--- config.mk ---
export PLATFORM = sky130hd
export DESIGN_NAME = chunked_serial_adder_flat
export DESIGN_NICKNAME = d
export VERILOG_FILES = /design/src/rtl/chunked_serial_adder_if.sv /design/src/rtl/chunked_serial_adder.sv /design/src/flat_wrapper.sv
export SDC_FILE = /design/constraint.sdc
export NUM_CORES = 1
export LEC_CHECK = 0
export CORE_MARGIN = 2
export CORE_UTILIZATION = 51
export DETAILED_ROUTE_END_ITERATION = 7
export PLACE_DENSITY = 0.8
export SYNTH_ARGS = -nofsm -noshare
export SYNTH_HDL_FRONTEND = slang
export SYNTH_HIERARCHICAL = 1
export SYNTH_SLANG_ARGS = --single-unit
--- constraint.sdc ---
create_clock -name clk -period 4.3 [get_ports clk]
set_input_delay 0.86 -clock clk [delete_from_list [all_inputs] [get_ports clk]]
set_output_delay 0.86 -clock clk [all_outputs]
set_load 0.02 [all_outputs]
--- src/rtl/chunked_serial_adder_if.sv ---
// Operand/result handshake bundle for chunked_serial_adder.
// master = producer/consumer side, slave = the adder.
interface chunked_serial_adder_if #(
  parameter int WIDTH = 32
);
  logic             in_valid;
  logic             in_ready;
  logic [WIDTH-1:0] a;
  logic [WIDTH-1:0] b;
  logic             cin;
  logic             sub;
  logic             out_valid;
  logic             out_ready;
  logic [WIDTH-1:0] sum;
  logic             cout;
  logic             ovf;

  modport master (
    output in_valid, a, b, cin, sub, out_ready,
    input  in_ready, out_valid, sum, cout, ovf
  );

  modport slave (
    input  in_valid, a, b, cin, sub, out_ready,
    output in_ready, out_valid, sum, cout, ovf
  );
endinterface

--- src/rtl/chunked_serial_adder.sv ---
// Multi-cycle add/subtract: one CHUNK-bit ripple slice per clock with a
// registered carry, producing WIDTH-bit sum, carry-out and signed overflow.

module csa_chunk #(
  parameter int CHUNK = 4
) (
  input  logic [CHUNK-1:0] a,
  input  logic [CHUNK-1:0] b,
  input  logic             ci,
  output logic [CHUNK-1:0] s,
  output logic             co,
  output logic             cmsb
);
  logic [CHUNK:0] r;

  assign r    = {1'b0, a} + {1'b0, b} + {{CHUNK{1'b0}}, ci};
  assign s    = r[CHUNK-1:0];
  assign co   = r[CHUNK];
  // carry into the top bit falls out of that bit's own sum
  assign cmsb = a[CHUNK-1] ^ b[CHUNK-1] ^ s[CHUNK-1];
endmodule

module chunked_serial_adder #(
  parameter int WIDTH = 32,
  parameter int CHUNK = 4
) (
  input  logic                  clk,
  input  logic                  rst,
  chunked_serial_adder_if.slave bus
);
  localparam int NCH = WIDTH / CHUNK;
  localparam int IW  = (NCH > 1) ? $clog2(NCH) : 1;
  localparam logic [IW-1:0] LAST = IW'(NCH - 1);

  localparam logic [1:0] IDLE = 2'd0;
  localparam logic [1:0] RUN  = 2'd1;
  localparam logic [1:0] DONE = 2'd2;

  logic [1:0]                  state;
  logic [IW-1:0]               idx;
  logic                        carry;
  logic [NCH-1:0][CHUNK-1:0]   a_q, b_q, sum_q, sum_nxt;
  logic                        cout_q, ovf_q;
  logic [CHUNK-1:0]            ca, cb, cs;
  logic                        cco, ccm;

  generate
    if (NCH == 1) begin : g_one
      assign ca = a_q[0];
      assign cb = b_q[0];
      always_comb sum_nxt = cs;
    end else begin : g_multi
      assign ca = a_q[idx];
      assign cb = b_q[idx];
      always_comb begin
        sum_nxt      = sum_q;
        sum_nxt[idx] = cs;
      end
    end
  endgenerate

  csa_chunk #(.CHUNK(CHUNK)) u_chunk (
    .a    (ca),
    .b    (cb),
    .ci   (carry),
    .s    (cs),
    .co   (cco),
    .cmsb (ccm)
  );

  always_ff @(posedge clk or posedge rst) begin
    if (rst) begin
      state  <= IDLE;
      idx    <= '0;
      carry  <= 1'b0;
      a_q    <= '0;
      b_q    <= '0;
      sum_q  <= '0;
      cout_q <= 1'b0;
      ovf_q  <= 1'b0;
    end else begin
      case (state)
        IDLE: if (bus.in_valid) begin
          // subtract folds into add: invert B and force carry-in to 1
          a_q   <= bus.a;
          b_q   <= bus.sub ? ~bus.b : bus.b;
          carry <= bus.sub | bus.cin;
          idx   <= '0;
          state <= RUN;
        end
        RUN: begin
          sum_q <= sum_nxt;
          carry <= cco;
          idx   <= idx + 1'b1;
          if (idx == LAST) begin
            cout_q <= cco;
            ovf_q  <= ccm ^ cco;
            state  <= DONE;
          end
        end
        DONE: if (bus.out_ready) state <= IDLE;
        default: state <= IDLE;
      endcase
    end
  end

  assign bus.in_ready  = (state == IDLE);
  assign bus.out_valid = (state == DONE);
  assign bus.sum       = sum_q;
  assign bus.cout      = cout_q;
  assign bus.ovf       = ovf_q;
endmodule

--- src/flat_wrapper.sv ---
// flat-port wrapper written by rule: the top's interface ports become plain ports
module chunked_serial_adder_flat 
#(
  parameter int WIDTH = 32,
  parameter int CHUNK = 4
)
  (clk, rst, bus_in_valid, bus_a, bus_b, bus_cin, bus_sub, bus_out_ready, bus_in_ready, bus_out_valid, bus_sum, bus_cout, bus_ovf);
  chunked_serial_adder_if #(.WIDTH(WIDTH)) bus_i ();
  input  logic clk;
  input  logic rst;
  input wire logic [$bits(bus_i.in_valid)-1:0] bus_in_valid;
  input wire logic [$bits(bus_i.a)-1:0] bus_a;
  input wire logic [$bits(bus_i.b)-1:0] bus_b;
  input wire logic [$bits(bus_i.cin)-1:0] bus_cin;
  input wire logic [$bits(bus_i.sub)-1:0] bus_sub;
  input wire logic [$bits(bus_i.out_ready)-1:0] bus_out_ready;
  output wire logic [$bits(bus_i.in_ready)-1:0] bus_in_ready;
  output wire logic [$bits(bus_i.out_valid)-1:0] bus_out_valid;
  output wire logic [$bits(bus_i.sum)-1:0] bus_sum;
  output wire logic [$bits(bus_i.cout)-1:0] bus_cout;
  output wire logic [$bits(bus_i.ovf)-1:0] bus_ovf;
  assign bus_i.in_valid = bus_in_valid;
  assign bus_i.a = bus_a;
  assign bus_i.b = bus_b;
  assign bus_i.cin = bus_cin;
  assign bus_i.sub = bus_sub;
  assign bus_i.out_ready = bus_out_ready;
  assign bus_in_ready = bus_i.in_ready;
  assign bus_out_valid = bus_i.out_valid;
  assign bus_sum = bus_i.sum;
  assign bus_cout = bus_i.cout;
  assign bus_ovf = bus_i.ovf;
  chunked_serial_adder #(.WIDTH(WIDTH), .CHUNK(CHUNK)) u_core (.clk(clk), .rst(rst), .bus(bus_i));
endmodule
# --- Word-level counts from Yosys, hierarchy flattened ---
# Cells that the tools add are included.
op_classes:
  n_mux: 16
  eq_ne: 6
  bitwise_logic: 5
  addsub: 3
  n_lt_le_gt_ge: 2
  n_reduce_logical: 7
ops:
  columns: ["cell", "count"]
  rows:
  - ["bitwise mux 32 bit", 1]
  - ["2-to-1 mux 32 bit", 1]
  - ["NOT 32 bit", 1]
  - ["binary-select mux 4 bit (select 3 bit)", 2]
  - ["demux 4 bit (select 3 bit)", 1]
  - ["2-to-1 mux 4 bit", 3]
  - ["2-to-1 mux 2 bit", 3]
  - ["one-hot mux 2 bit (3 select lines)", 1]
  - ["one-hot mux 3 bit (2 select lines)", 1]
  - ["AND reduction 2 bit", 3]
  - ["adder 4 x 4 -> 5 bit", 1]
  - ["adder 5 x 1 -> 5 bit", 1]
  - ["less-than comparator 3 x 4 -> 1 bit, second input constant", 1]
  - ["inequality test 2 bit, second input constant", 2]
  - ["adder 3 x 1 -> 3 bit, second input constant", 1]
  - ["== test 3 bit, second input constant", 1]
  - ["greater-or-equal comparator 3 x 1 -> 1 bit, second input constant", 1]
  - ["2-to-1 mux 3 bit", 1]
  - ["AND reduction 3 bit", 1]
  - ["bitwise XOR 1 bit", 3]
  - ["== test 2 x 1 -> 1 bit, second input constant", 1]
  - ["== test 2 bit, second input constant", 1]
  - ["logical NOT 2 bit", 1]
  - ["inequality test 2 x 1 -> 1 bit, second input constant", 1]
  - ["5 further kinds", 5]
word_totals:
  register_bits: 104
  out_inout_bits: 36
  in_bits: 70
  elab_cells: 68

# --- Depth between registers and ports, before layout ---
# Gate-level depths: netlist of run 1.
logic_depth:
  ltp_word: 6
  ltp_mapped: 12
  mapped_depth_nobuf: 10

# --- Cells and area by module ---
# Netlist of run 1, hierarchy kept.
modules_own_cells:
  columns: ["module", "cells_per_inst", "area_each_um2", "instances", "seq_area_each_um2"]
  rows:
  - ["chunked_serial_adder", 420, 4749.6, 1, 2602.5]
  - ["csa_chunk", 17, 143.9, 1, 0.0]

# --- Least setup slack after synthesis of run 1 ---
# Ideal clock, no wire load.
synth_path:
  path_type: "reg-to-reg"
  start: "register u_core.idx[0]"
  end: "register u_core.cout_q, in the netlist u_core/bus.cout"
  required_ns: 4.175
  setup_time_ns: 0.125
  path_slack_ns: 1.627
  synth_period_minus_slack_ns: 2.673
  path_buffers: 1
  path_stages_with_launch: 11
  t_arrival_ns: 2.549
  cell_sequence: "dfrtp_1 > buf_6 > mux4_2 > mux2_2 > fa_1 > inv_1 > fa_1 > nor2b_1 > o21ai_0 > nand2b_1 > mux2_2"
synth_via:
  elab_chain_cells: 4
  word_cells_on_any_way: 8
  classes_between: "2 x add/sub; 1 x eq/ne; 4 x mux; 1 x reduce/logical"
synth_lines:
  columns: ["element", "line", "text"]
  rows:
  - ["from (decl)", "chunked_serial_adder.sv:40", "logic [IW-1:0] idx;"]
  - ["from (signal assigned)", "chunked_serial_adder.sv:94", "idx <= idx + 1'b1;"]
  - ["binary-select mux 4 bit (select 3 bit)", "chunked_serial_adder.sv:54", "assign cb = b_q[idx];"]
  - ["2-to-1 mux 4 bit (not written as such)", "chunked_serial_adder.sv:54", null]
  - ["named net u_core.cb[0]", "chunked_serial_adder.sv:44", "logic [CHUNK-1:0] ca, cb, cs;"]
  - ["adder 4 x 4 -> 5 bit", "chunked_serial_adder.sv:16", "assign r = {1'b0, a} + {1'b0, b} + {{CHUNK{1'b0}}, ci};"]
  - ["adder 5 x 1 -> 5 bit", "chunked_serial_adder.sv:16", null]
  - ["named net u_core.cco", "chunked_serial_adder.sv:45", "logic cco, ccm;"]
  - ["to (signal assigned)", "chunked_serial_adder.sv:96", "cout_q <= cco;"]
  - ["to (decl)", "chunked_serial_adder.sv:43", "logic cout_q, ovf_q;"]
# The timed path passes the listed nets, and every way through them passes these cells. The select of a mux whose other input is x is not followed.
# A chain may end at the register's enable or synchronous reset.

# --- Final worst setup path of run 1 ---
layout_path:
  start: "register u_core.idx[0]"
  end: "register u_core.sum_q (netlist bit u_core/bus.sum[3])"
layout_via:
  elab_chain_cells: 5
  word_cells_on_any_way: 12
  classes_between: "2 x add/sub; 2 x order compare; 7 x mux; 1 x reduce/logical"
layout_lines:
  columns: ["element", "line", "text"]
  rows:
  - ["binary-select mux 4 bit (select 3 bit)", "chunked_serial_adder.sv:54", null]
  - ["2-to-1 mux 4 bit (not written as such)", "chunked_serial_adder.sv:54", null]
  - ["named net u_core.cb[2]", "chunked_serial_adder.sv:44", null]
  - ["adder 4 x 4 -> 5 bit", "chunked_serial_adder.sv:16", null]
  - ["adder 5 x 1 -> 5 bit", "chunked_serial_adder.sv:16", null]
  - ["named net u_core.cs[3]", "chunked_serial_adder.sv:44", null]
  - ["bitwise mux 32 bit", "chunked_serial_adder.sv:57", "sum_nxt[idx] = cs;"]
  - ["to (signal assigned)", "chunked_serial_adder.sv:92", "sum_q <= sum_nxt;"]
  - ["to (decl)", "chunked_serial_adder.sv:42", "logic [NCH-1:0][CHUNK-1:0] a_q, b_q, sum_q, sum_nxt;"]
# The timed path passes the listed nets, and every way through them passes these cells. The select of a mux whose other input is x is not followed.

==> results of run 1 <==
state kept, by name (all words and copies together) (netlist names):
name,count
u_core/a_q,32
u_core/b_q,32
u_core/bus.cout,1
u_core/bus.ovf,1
u_core/bus.sum,32
u_core/carry,1
u_core/idx,3
u_core/state,2
Yosys cell counts (3+ instances only):
cell | instances | area, sq um
buf_2 | 13 | 65.1
buf_6 | 3 | 33.8
clkbuf_1 | 7 | 26.3
dfrtp_1 | 104 | 2600
ha_1 | 5 | 62.6
inv_1 | 6 | 22.5
mux2_2 | 41 | 462
mux4_1 | 5 | 131
mux4_2 | 11 | 248
nand2_1 | 137 | 514
nand2b_1 | 3 | 18.8
nand3_1 | 8 | 40.0
nor2_1 | 3 | 11.3
nor2b_1 | 3 | 18.8
o21ai_0 | 35 | 175
o21ai_1 | 3 | 15.0
xnor2_1 | 34 | 298
area by class of cell:
type	count	area [sq um]
multi-input combinational	302	2140
timing repair buffer	110	1080
sequential	104	2600
clock buffer	10	138
clock inverter	6	82.6
fill	739	3050
inverter	6	25.0
tap	129	161
metal layers:
metal,vias up,track usage [%]
met4,0,8.00
li1,1645,-
met1,1648,27.2
met2,97,36.2
met3,18,4.79
met5,-,0
power breakdown:
group	switching, mW	internal (mW)
sequential	0.341	1.46
clock	0.322	0.341
combinational	1.33	1.23
total	1.99	3.03
how the worst max path moves through the flow:
stage / slack (ns) / to / from / depth (start not counted)
5_1_grt: 0.74 / u_core/bus.sum[27] / u_core/idx[0] / 8
4_1_cts: 0.95 / u_core/bus.sum[27] / u_core/idx[0] / 8
3_5_place_dp: 0.97 / u_core/bus.sum[27] / u_core/idx[0] / 8
3_3_place_gp: 1.14 / u_core/bus.sum[23] / u_core/idx[0] / 8
2_1_floorplan: 0.71 / u_core/a_q[0] / rst / 1
6_report: 0.97 / u_core/bus.sum[3] / u_core/idx[0] / 8
worst register-to-register path, stage by stage (launching register included):
cell and delay (ns):
dfrtp_1 0.70, buf_4 0.32, mux4_2 0.53, mux2_2 0.29, ha_1 0.33, a21oi_1 0.22, nand2_2 0.10, xor2_1 0.50
mux2_2 0.27
layout by cell type, fill, tap and decap left out, drive strengths merged:
master	instances
nand3b	2
buf	6
or3b	1
nor3	1
clkbuf	10
bufinv	2
nand2b	3
nor2	3
a21oi	1
nor3b	2
ha	5
inv	6
dfrtp	104
xor2	1
and2b	1
nand4	1
mux2	41
mux4	16
xnor2	34
clkdlybuf4s50	104
nand3	9
o21ai	38
nand2	138
clkinvlp	1
nor2b	3
fa	2
clkinv	3
kinds of logic (layout without fill, tap and decap cells):
kind of cell    Yosys count  after routing
flops                   104            104
compound gates           39             39
mux                      57             57
simple gates            164            164
xor+xnor                 35             35
buf+inv                  31            132
fa+ha+maj                 7              7
through the flow:
| stage | hold WS [ns] | total power, mW | utilization (%) |
|---|---|---|---|
| 6_report | 0.481 | 5.02 | 67.1 |
| 5_1_grt | 0.504 | 5.42 | 67.1 |
| 4_1_cts | 0.482 | 5.06 | 67.1 |
| 3_5_place_dp | 0.459 | 4.38 | 64.8 |
| 3_3_place_gp | 0.455 | 4.24 | 64.8 |
| 2_1_floorplan | 0.437 | 3.50 | - |
==> run metrics, run 1 <==
status=finished, final reports clean; top_reg_cell synth=dfrtp_1; Synth Area in Simple Gates=14.0%; worst-skew pair later-pin latency=0.36 ns; clock transition at the registers of the reported paths=0.09 ns; pre-CTS setup slack=0.973 ns; I/O Buffers=105; post-DP HPWL=7.45 mm; Leak Pwr=2.79 nW; post-cts sizing count=0; final setup margin=0.969 ns; clock root cell=clkbuf_8; Nets=610; Crit path buffers/inverters=1; Yosys cell types=30; hold path start=u_core/a_q[23]; Final min period=3.33 ns; Fin Clk Skew=0.00377 ns; die width=102 microns; Slowest cell on crit path=dfrtp_1; setup TNS=0 ns; count of flip-flops with a built-in enable after synthesis=0; Residual DRC=0; # diodes=0; met2 wire length=5.00 mm; worst hold path class=reg -> reg; die area=0.0104 sq mm; Layout area overhead=27.4%; part of the Yosys area used for sequential elements=53.2%; initial antenna violation count=0; DR WL met3=457 microns; CTS buffer count=9; fin. max-slew vios=0; first-pass GRT wire length=17.1 mm; Crit path required time=4.60 ns; Slew HR=33.3%; crit end category=flip-flop; Setup-failing EPs final=0; XOR/XNOR Fraction of Synth Area=6.26%; 1st-pass router iterations=4; critical-path cell list=buf_4 > mux4_2 > mux2_2 > ha_1 > a21oi_1 > nand2_2 > xor2_1 > mux2_2; Hold Path Depth=2; worst-margin pin slew=1.00 ns; vias in the first global route=3,621; fraction of layout cells with a size suffix above 1=14.9%; largest stage delay on the critical path=0.70 ns; FF-to-FF path depth=8; Hold EP=u_core/a_q[23]; post-synthesis compound-gate area fraction=3.99%; Die Ht=102 microns; via count=3,408; critical-path maximum fanout=13; worst-case clock buffer depth=2; TritonCTS clock tree=yes; Post-Syn Area per Cell=11.2 sq um; top layer in use=met4; gp weighted congestion=0.833; worst vdd ir=0.000379 V; core area=0.00928 sq mm; final instance area=0.00623 sq mm; placed cell count=651; Ys Warns=6; largest family of logic cells by synthesized area=multiplexers; worst setup path class=reg -> reg; cts hold-fix bufs=0; cell mode on critical path=mux2_2; M1 WL=4.41 mm; Synthesized Nets=514; Syn Inst Count=437; Synth Area in Adders=2.10%; arrival time at the worst endpoint=3.63 ns; period utilization=77.5%; RSZ-0062 raised after global routing=no; grt ovf=0; r2r setup slk=0.97 ns; max cap viols=0; largest net degree at the start of global routing=102; Yosys reg bits=104; reg-to-reg critical path endpoint=u_core/bus.sum[3]; DRT iter0 DRCs=142; Cell Pwr Density=805 mW/mm^2; FFs w/ async S/R, synth=100%; cell family contributing the most delay on the critical path=multiplexers; CTS HTree Levels=3; post-place instance area=0.00601 sq mm; setup bufs post-CTS=0; routed wire length=10.1 mm; R2R Path Start=u_core/idx[0]; # rows=35; final hold vios=0; Starting Density=52.7%; synthesized cell area=0.00489 sq mm; Worst setup SP type=flip-flop; Fmax=300 MHz; multiplexer area fraction after synthesis=17.2%; non-filler cells, final=667; gr usage total=21.4%; antenna-violating nets left=0; CTS sink cnt=104; number of vias per cell=5.11; I/O pin total=106; drt wl/cell=15.1 microns
(Power assumes the default switching activity.)
==> run 2: changes to the inputs <==
--- a/config.mk
+++ b/config.mk
@@ -6,9 +6,9 @@
 export NUM_CORES = 1
 export LEC_CHECK = 0
 export CORE_MARGIN = 2
-export CORE_UTILIZATION = 51
+export CORE_UTILIZATION = 46
 export DETAILED_ROUTE_END_ITERATION = 7
-export PLACE_DENSITY = 0.8
+export PLACE_DENSITY = 0.76
 export SYNTH_ARGS = -nofsm -noshare
 export SYNTH_HDL_FRONTEND = slang
 export SYNTH_HIERARCHICAL = 1
==> constraint.sdc (replaced) <==
create_clock -name clk -period 3.05 [get_ports clk]
set_input_delay 0.61 -clock clk [delete_from_list [all_inputs] [get_ports clk]]
set_output_delay 0.61 -clock clk [all_outputs]
set_load 0.02 [all_outputs]
==> run metrics, run 2 (synthesis gave the netlist of run 1 again) <==
RSZ-0062 raised after global routing=no; fraction of layout cells with a size suffix above 1=15.5% (+0.66 points); vias in the first global route=3,515 (-2.9%); Slew HR=32.5% (-0.77 points); worst-case clock buffer depth=2 (unchanged); TritonCTS clock tree=yes; hold path start=u_core/b_q[12]; worst-skew pair later-pin latency=0.36 ns (about the same); CTS HTree Levels=3 (unchanged); I/O pin total=106 (unchanged); grt ovf=0 (unchanged); crit end category=flip-flop; largest net degree at the start of global routing=102 (unchanged); setup TNS=0 ns (unchanged); post-place instance area=0.00605 sq mm (+0.54%); antenna-violating nets left=0 (unchanged); worst-margin pin slew=1.01 ns (+0.0115 ns); status=finished, final reports clean; drt wl/cell=14.7 microns (-3.1%); worst vdd ir=0.000530 V (+40%); clock transition at the registers of the reported paths=0.10 ns (about the same); gr usage total=18.7% (-2.7 points); die width=107 microns (+5.1%); number of vias per cell=4.99 (-2.3%); Fin Clk Skew=0.0103 ns (+0.00649 ns); CTS buffer count=9 (unchanged); first-pass GRT wire length=16.8 mm (-1.9%); CTS sink cnt=104 (unchanged); max cap viols=0 (unchanged); setup bufs post-CTS=0 (unchanged); 1st-pass router iterations=5 (+1); initial antenna violation count=0 (unchanged); die area=0.0115 sq mm (+10%); Crit path required time=3.30 ns (-1.30 ns); DRT iter0 DRCs=153 (+7.7%); period utilization=92.8% (+15 points); CP endpoint=u_core/bus.cout; R2R Path Start=u_core/idx[0]; clock root cell=clkbuf_8; gp weighted congestion=0.821 (-1.5%); core area=0.0103 sq mm (+11%); Cell Pwr Density=1120 mW/mm^2 (+40%); worst hold path class=reg -> reg; Crit. Startpoint=u_core/idx[0]; fin. max-slew vios=0 (unchanged); I/O Buffers=105 (unchanged); most frequent cells in the layout=137 x nand2_1, 104 x clkdlybuf4s50_1, 103 x dfrtp_1; Fmax=353 MHz (+18%); Worst setup SP type=flip-flop; r2r setup slk=0.22 ns (-0.75 ns); Setup-failing EPs final=0 (unchanged); Residual DRC=0 (unchanged); Leak Pwr=2.78 nW (-0.24%); Layout area overhead=27.7%; final instance area=0.00625 sq mm (+0.28%); post-DP HPWL=7.57 mm (+1.7%); Starting Density=47.4% (-5.3 points); leading cell type in the layout, fill and taps excluded=nand2_1; critical-path maximum fanout=10 (-3); arrival time at the worst endpoint=3.08 ns (-0.55 ns); Die Ht=107 microns (+5.1%); Final min period=2.83 ns (-0.501 ns); fill cell count=857 (+16%); # diodes=0 (unchanged); routed wire length=9.93 mm (-1.7%); FF-to-FF path depth=10 (+2); Nets=613 (+0.49%); final hold vios=0 (unchanged); # rows=37 (+5.7%); reg-to-reg critical path endpoint=u_core/bus.cout; via count=3,379 (-0.85%); worst setup path class=reg -> reg
[run 2: per-stage QoR]
stage | util, % | hold WS [ns] | total power, mW | std cells | setup slack, ns
final | 60.6 | 0.485 | 7.02 | 677 | 0.220
after global routing | 60.6 | 0.520 | 7.57 | 677 | 0.0276
after CTS | 60.5 | 0.490 | 7.12 | 677 | 0.169
after detailed placement | 58.6 | 0.465 | 6.26 | 661 | 0.182
after global placement | 58.6 | 0.452 | 6.08 | 661 | 0.262
after floorplan | - | 0.437 | 4.93 | 437 | 0.377
[run 2: how the worst min path moves through the flow]
stage	endpoint	slack, ns	depth (start not counted)
detailed placement	u_core/a_q[12]	0.46	2
global placement	u_core/b_q[19]	0.45	2
floorplan	u_core/a_q[6]	0.44	2
finish	u_core/b_q[12]	0.49	2
global route	u_core/a_q[27]	0.52	2
CTS	u_core/b_q[12]	0.49	2
[run 2: layer usage]
metal / vias to the layer above / global-route usage, % / routed length [microns]
li1: 1653 / - / -
met5: - / 0 / 0
met3: 10 / 3.47 / 463
met1: 1637 / 24.9 / 4540
met4: 0 / 5.57 / 128
met2: 79 / 31.3 / 4800
[run 2: worst max-delay path, stage by stage (launching register included)]
cell	delay, ns
dfrtp_1	0.39
buf_4	0.21
mux4_2	0.51
mux2_2	0.29
fa_1	0.43
inv_1	0.09
fa_1	0.19
nor2b_1	0.05
o21ai_0	0.14
nand2b_1	0.13
mux2_2	0.28
[run 2: report_power, final]
| group | switching, mW | leakage (nW) | total [mW] | internal, mW |
|---|---|---|---|---|
| Clock | 0.466 | 0.0960 | 0.853 | 0.386 |
| Combinational | 1.92 | 1.40 | 3.68 | 1.76 |
| Sequential | 0.433 | 1.28 | 2.49 | 2.06 |
[run 2: final cells by class]
type / instances / area, sq um / share of cell area [%]
Clock inverter: 7 / 80.1 / 1.28
Timing Repair Buffer: 113 / 1110 / 17.7
Sequential cell: 104 / 2600 / 41.7
Multi-Input combinational cell: 302 / 2140 / 34.2
Tap cell: 136 / 170 / 2.72
Clock buffer: 9 / 124 / 1.98
Inverter: 6 / 26.3 / 0.420
[run 2: repair_timing]
item | in CTS | in global routing
setup endpoints to repair | 0 | 2
resized for setup | 0 | 1
hold endpoints to repair | 0 | 0
hold buffers | 0 | 0
